$ cat config.mk
export PLATFORM = sky130hd
export DESIGN_NAME = mem_port_arbiter
export DESIGN_NICKNAME = d
export VERILOG_FILES = /design/src/rtl/mem_port_arbiter.sv
export SDC_FILE = /design/constraint.sdc
export NUM_CORES = 1
export LEC_CHECK = 0
export BUFFER_PORTS_ARGS = -buffer_cell sky130_fd_sc_hd__buf_2
export CORE_UTILIZATION = 46
export CTS_CLUSTER_DIAMETER = 100
export CTS_CLUSTER_SIZE = 16
export DETAILED_ROUTE_END_ITERATION = 10
export MAX_ROUTING_LAYER = met4
export PLACE_DENSITY_LB_ADDON = 0.05
export SLEW_MARGIN = 20
export SYNTH_ARGS = -nofsm -noshare
export SYNTH_HDL_FRONTEND = slang
export SYNTH_SLANG_ARGS = --single-unit
$ cat constraint.sdc
create_clock -name clk -period 2.4 [get_ports clk]
set_clock_uncertainty 0.2 [all_clocks]
set_input_delay 0 -clock clk [delete_from_list [all_inputs] [get_ports clk]]
set_output_delay 0 -clock clk [all_outputs]
set_load 0.02 [all_outputs]
$ cat src/rtl/mem_port_arbiter.sv
// mem_port_arbiter
//   Shares one backing-memory port between the instruction-fetch path
//   (read-only) and the load/store path (read/write).  One requester is
//   granted at a time; the memory port is driven from registered copies of
//   the winner's address/data until the memory answers or the wait times out.
//
// Ports
//   clk, rst          : rising-edge clock, asynchronous active-low reset
//   i_req/i_addr      : instruction read request (held until i_done)
//   i_rdata/i_done    : instruction read data (held) and completion pulse
//   d_req/d_we/d_addr/d_wdata : data request, 1 = store / 0 = load
//   d_rdata/d_done    : load data (held) and completion pulse
//   m_req/m_we/m_addr/m_wdata : memory request side, stable through BUS
//   m_rdata/m_ready   : memory response, only honoured while m_req=1
//   busy/owner/err    : not-IDLE flag, 0 = instruction / 1 = data owner,
//                       timeout pulse coincident with done
module mem_port_arbiter #(
  parameter int ADDR_W      = 32,
  parameter int DATA_W      = 32,
  parameter int TIMEOUT_CYC = 64
) (
  input  logic              clk,
  input  logic              rst,

  input  logic              i_req,
  input  logic [ADDR_W-1:0] i_addr,
  output logic [DATA_W-1:0] i_rdata,
  output logic              i_done,

  input  logic              d_req,
  input  logic              d_we,
  input  logic [ADDR_W-1:0] d_addr,
  input  logic [DATA_W-1:0] d_wdata,
  output logic [DATA_W-1:0] d_rdata,
  output logic              d_done,

  output logic              m_req,
  output logic              m_we,
  output logic [ADDR_W-1:0] m_addr,
  output logic [DATA_W-1:0] m_wdata,
  input  logic [DATA_W-1:0] m_rdata,
  input  logic              m_ready,

  output logic              busy,
  output logic              owner,
  output logic              err
);

  // Counter only needs to reach TIMEOUT_CYC-1: the edge that would make it
  // TIMEOUT_CYC is the one that aborts.
  localparam int CNT_W = (TIMEOUT_CYC > 1) ? $clog2(TIMEOUT_CYC) : 1;

  typedef enum logic [1:0] {
    IDLE = 2'd0,
    BUS  = 2'd1,
    DONE = 2'd2
  } state_t;

  state_t           state;
  logic             lastOwner;
  logic [CNT_W-1:0] waitCnt;

  logic             grantData;
  logic             timeoutHit;

  // Tie goes to the side that did not win last time; a lone request wins.
  always_comb begin
    grantData = 1'b0;
    if (d_req && (!i_req || !lastOwner))
      grantData = 1'b1;
  end

  always_comb begin
    timeoutHit = 1'b0;
    if (TIMEOUT_CYC != 0)
      timeoutHit = (waitCnt == CNT_W'(TIMEOUT_CYC - 1));
  end

  always_ff @(posedge clk or negedge rst) begin
    if (!rst) begin
      state     <= IDLE;
      lastOwner <= 1'b1;
      waitCnt   <= '0;
      i_rdata   <= '0;
      i_done    <= 1'b0;
      d_rdata   <= '0;
      d_done    <= 1'b0;
      m_req     <= 1'b0;
      m_we      <= 1'b0;
      m_addr    <= '0;
      m_wdata   <= '0;
      busy      <= 1'b0;
      owner     <= 1'b0;
      err       <= 1'b0;
    end else begin
      // Completion and error are single-cycle pulses; they are only set on
      // the BUS->DONE edge and fall back here on the DONE->IDLE edge.
      i_done <= 1'b0;
      d_done <= 1'b0;
      err    <= 1'b0;

      case (state)
        IDLE: begin
          if (i_req || d_req) begin
            state     <= BUS;
            busy      <= 1'b1;
            m_req     <= 1'b1;
            owner     <= grantData;
            lastOwner <= grantData;
            waitCnt   <= '0;
            if (grantData) begin
              m_we    <= d_we;
              m_addr  <= d_addr;
              m_wdata <= d_wdata;
            end else begin
              m_we    <= 1'b0;
              m_addr  <= i_addr;
              m_wdata <= '0;
            end
          end
        end

        BUS: begin
          if (m_ready) begin
            state <= DONE;
            m_req <= 1'b0;
            if (!owner) begin
              i_rdata <= m_rdata;
              i_done  <= 1'b1;
            end else begin
              if (!m_we)
                d_rdata <= m_rdata;
              d_done <= 1'b1;
            end
          end else if (timeoutHit) begin
            state <= DONE;
            m_req <= 1'b0;
            err   <= 1'b1;
            if (!owner) begin
              i_rdata <= '0;
              i_done  <= 1'b1;
            end else begin
              if (!m_we)
                d_rdata <= '0;
              d_done <= 1'b1;
            end
          end else begin
            waitCnt <= waitCnt + CNT_W'(1);
          end
        end

        DONE: begin
          state   <= IDLE;
          busy    <= 1'b0;
          waitCnt <= '0;
        end

        default: begin
          state   <= IDLE;
          busy    <= 1'b0;
          m_req   <= 1'b0;
          waitCnt <= '0;
        end
      endcase
    end
  end

endmodule
==> impl.org <==
** Setup path
- CP Cell Sequence :: a21boi_4 > buf_6 > mux2i_1 > dlygate4sd3_1 > o21ai_0
- Of all nets on the critical path, the largest fanout is 32.
- The critical path is of the reg2reg type.
- In this run the critical register-to-register path is captured at m_addr[15]$_DFFE_PN0P_.
- CP Capture Point :: m_addr[15]$_DFFE_PN0P_
- For flop-to-flop paths, the worst setup slack is 0.19 ns.
- The worst setup path is launched from a flop.
- The kind of cell with the highest combined delay along the critical path is buffers and inverters.
- CP bufs+invs :: 2
- The worst setup path is captured at a flop.
- At the worst endpoint, the arrival time is 2.30 ns.
- Depth of the worst register-to-register path :: 5
- The startpoint identified for the worst register-to-register timing path is lastOwner$_DFFE_PN1P_.
- The critical path starts at lastOwner$_DFFE_PN1P_.
- The slowest stage of the critical path belongs to the cell dlygate4sd3_1.
- Critical path data required time :: around 2.5 ns
- Slowest Stage Delay on Critical Path :: about 0.60 ns
- The critical path runs through a total of 5 cells.

** Route
- DRC marker count from the first detailed-route iteration :: ~320
- Wires add up to 17.15 mm.
- Dividing the detail-routed via count by the number of cells gives about 5.3.
- After detailed routing, the number of remaining DRC violations is 0.
- After detailed routing, the met3 layer carries slightly above 900 µm of wire.
- Detailed routing placed a total of around 8.7 mm of wire on met2.
- Top routing layer in use :: met4
- After detailed routing, the wire length on met1 is 7.034 mm.
- Via count :: 5181
- Detail-routed net length per standard cell :: roughly 18 µm
- Initial DRT Pass Iterations :: 4
- The detail route stage leaves a number of antenna-violating nets equal to 0.

** GRT
- Total gr overflow :: 0
- The initial antenna violation count was 0.
- The first global-routing pass estimated approximately 27 mm of wire.
- Largest net degree at the start of global routing :: 55
- Total global-route track usage :: roughly 29%
- The number of global-route vias before repair is ~5400.

** STA
- In the post-route analysis, the smallest setup slack over all paths is 0.1854 ns.
- Final clock period utilization by the worst path :: 92.27%
- The number of max-slew violations in the final report is 0.
- Final-report hold violation count :: 0
- At the pin with the least slew margin, the transition time is around 0.40 ns.
- Setup-failing EPs final :: 0
- Post-layout minimum cycle time :: 2.215 ns
- Headroom to the max-slew limit :: 73.27%
- Based on the critical path, the design can be clocked at up to 451.6 MHz.
- In the final timing run, aggregate negative setup slack is 0 ns.
- Setup repair after global routing left no endpoint under its margin.

** Placement
- Number of buffers added on ports :: about 270
- Count of placed standard cells including taps :: 815
- Hpwl dp :: ~10 mm
- Post-placement worst setup slack :: approximately 0.45 ns
- Routability congestion estimate from global placement :: between 0.8 and 0.9

** Clock network
- H-tree levels :: 4
- Sink count of the clock tree :: 144
- Maximum count of clock buffers along a single path :: 2
- Clock latency of the later-clocked register in the worst-skew pair :: 0.40 ns
- Buffers added to address setup during post-CTS repair amount to 0.
- Clock-pin slew was measured on the worst setup and hold paths at around 0.06 ns.
- CTS tree :: done
- Buffer cell driving the clock tree root :: clkbuf_16
- Counting the buffers created by CTS gives 17.

** Yosys
- Synthesis inferred around 140 register bits.
- The number of nets handed over by synthesis was 557.
- Fraction of registers with async set or reset after synthesis :: 100.0%
- The share of the Yosys chip area taken by registers is between 60 and 70%.
- Primary FF master, synth :: dfrtp_1
- Post-synthesis instance area :: ~0.0056 mm²
- After synthesis, the netlist uses 37 different library cells.
- The synthesized design contains 0 enable-type register cells.
- Avg Inst Size Synth :: between 10 and 15 µm²
- Total of warnings raised by yosys :: 0
- After technology mapping, the gate count stands at around 420.

** Finish
- The count of cells in the finished layout, fillers not included, comes to about 980.
- Number of inserted diodes :: 0
- P&R area growth vs syn :: 60.34%
- Of the cells placed in the final design, the portion with a size suffix greater than 1 is between 30% and 40%.
- Net count, final :: about 960

** Worst hold path
- Hold/Removal Path Class :: in2reg

** Run
- MaxCap Viol Count :: 0

** Floorplanning
- Die span in y :: 112.6 µm
- The initial utilization of the core area, before any placement, comes to between 40% and 50%.
- Area of the core :: between 0.01 and 0.015 mm²
- From left edge to right edge, the die measures 112.6 µm.
- Total I/O pin count :: around 270
- The floorplan step defined a die boundary enclosing around 0.013 mm².
- Number of core rows :: 40

** Status
- Result of the run :: completed

** Pwr
- Worst VDD drop :: around 0.00058 V
- Dividing total power by cell area gives a power density of 1312 mW/mm².
- LEAKAGE :: 4.688 nW
worst min path at each step:
stage	slack, ns	cells after the start	startpoint	to
finish	0.02	5	i_req	waitCnt[0]$_DFFE_PN0P_
global route	0.04	5	i_req	waitCnt[0]$_DFFE_PN0P_
CTS	0.006	5	i_req	waitCnt[0]$_DFFE_PN0P_
detailed placement	-0.28	1	rst	d_rdata[24]$_DFFE_PN0P_
global placement	-0.28	1	rst	i_rdata[24]$_DFFE_PN0P_
floorplan	-0.50	0	rst	busy$_DFFE_PN0P_
sequential cells by signal (all words and copies together), names as in the netlist, 2 cells and up:
register / count
d_rdata: 32
i_rdata: 32
m_addr: 32
m_wdata: 32
waitCnt: 6
state: 2
Yosys cell counts (3+ instances only):
cell type  instances  area (µm²)
and2_1             4       25.02
buf_4              4       30.03
nand3_1            6       30.03
buf_2             19       95.09
mux2i_1           32       320.3
dfrtp_1          143        3578
a22o_1            97       849.6
nand2_1           37       138.9
o21ai_0           36       180.2
buf_6              8       90.09
nor2_1             3       11.26
inv_1              3       11.26
worst reg2reg max path: stages (launching register included):
cell,delay (ns)
dfstp_2,0.38
a21boi_4,0.14
buf_6,0.35
mux2i_1,0.34
dlygate4sd3_1,0.60
o21ai_0,0.07
power breakdown:
group	switching, W	internal [W]	leakage [nW]
Sequential	0.000679	0.00354	1.82
Combinational	0.00296	0.00199	2.57
Clock	0.000922	0.00173	0.296
layout by cell type (no fill, tap or decap), types with 6 or more instances in the layout:
master	synthesis	final
clkbuf_16	0	17
buf_2	19	267
o21ai_0	36	36
a22o_1	97	97
nand2_1	37	37
mux2i_1	32	32
buf_4	4	7
nand3_1	6	6
dlygate4sd3_1	0	133
dfrtp_1	143	143
what timing repair did:
action,in CTS,in global routing
endpoints found under the setup margin,0,2
gates resized for setup,0,1
endpoints found under the hold margin,284,0
hold buffers,134,0
routing by layer:
metal	GRT usage (%)	vias up
li1	-	2371
met1	33.64	2533
met2	47.00	233
met3	6.749	44
met4	13.33	0
met5	-	-
logic make-up after synthesis:
logic type               synth area share (%)
adder cells (fa/ha/maj)                0.2225
AND/OR/NAND/NOR                         5.253
flip-flops                              64.12
buffers and inverters                   4.162
multiplexers                            5.698
AO/OA/AOI/OAI                           20.54
final cells by class:
cell class | instances | area, µm²
clock buffers | 24 | 491.7
clock inverters | 6 | 105.1
fillers | 745 | 2948
inverters | 3 | 11.26
multi-input cells | 242 | 1794
flip-flops and latches | 144 | 3605
well taps | 147 | 183.9
repair buffers | 413 | 2823
per-stage QoR:
stage | utilization, % | hold WS, ns | power, W | instance area, µm²
2_1_floorplan | - | -0.4956 | 0.007182 | 5622
3_3_place_gp | 59.04 | -0.2800 | 0.008751 | 7062
3_5_place_dp | 59.04 | -0.2782 | 0.008846 | 7062
4_1_cts | 75.32 | 0.006090 | 0.01181 | 9010
5_1_grt | 75.36 | 0.04024 | 0.01243 | 9014
6_report | 75.36 | 0.01897 | 0.01182 | 9014
Note: power is estimated with default switching activity, not from simulation.
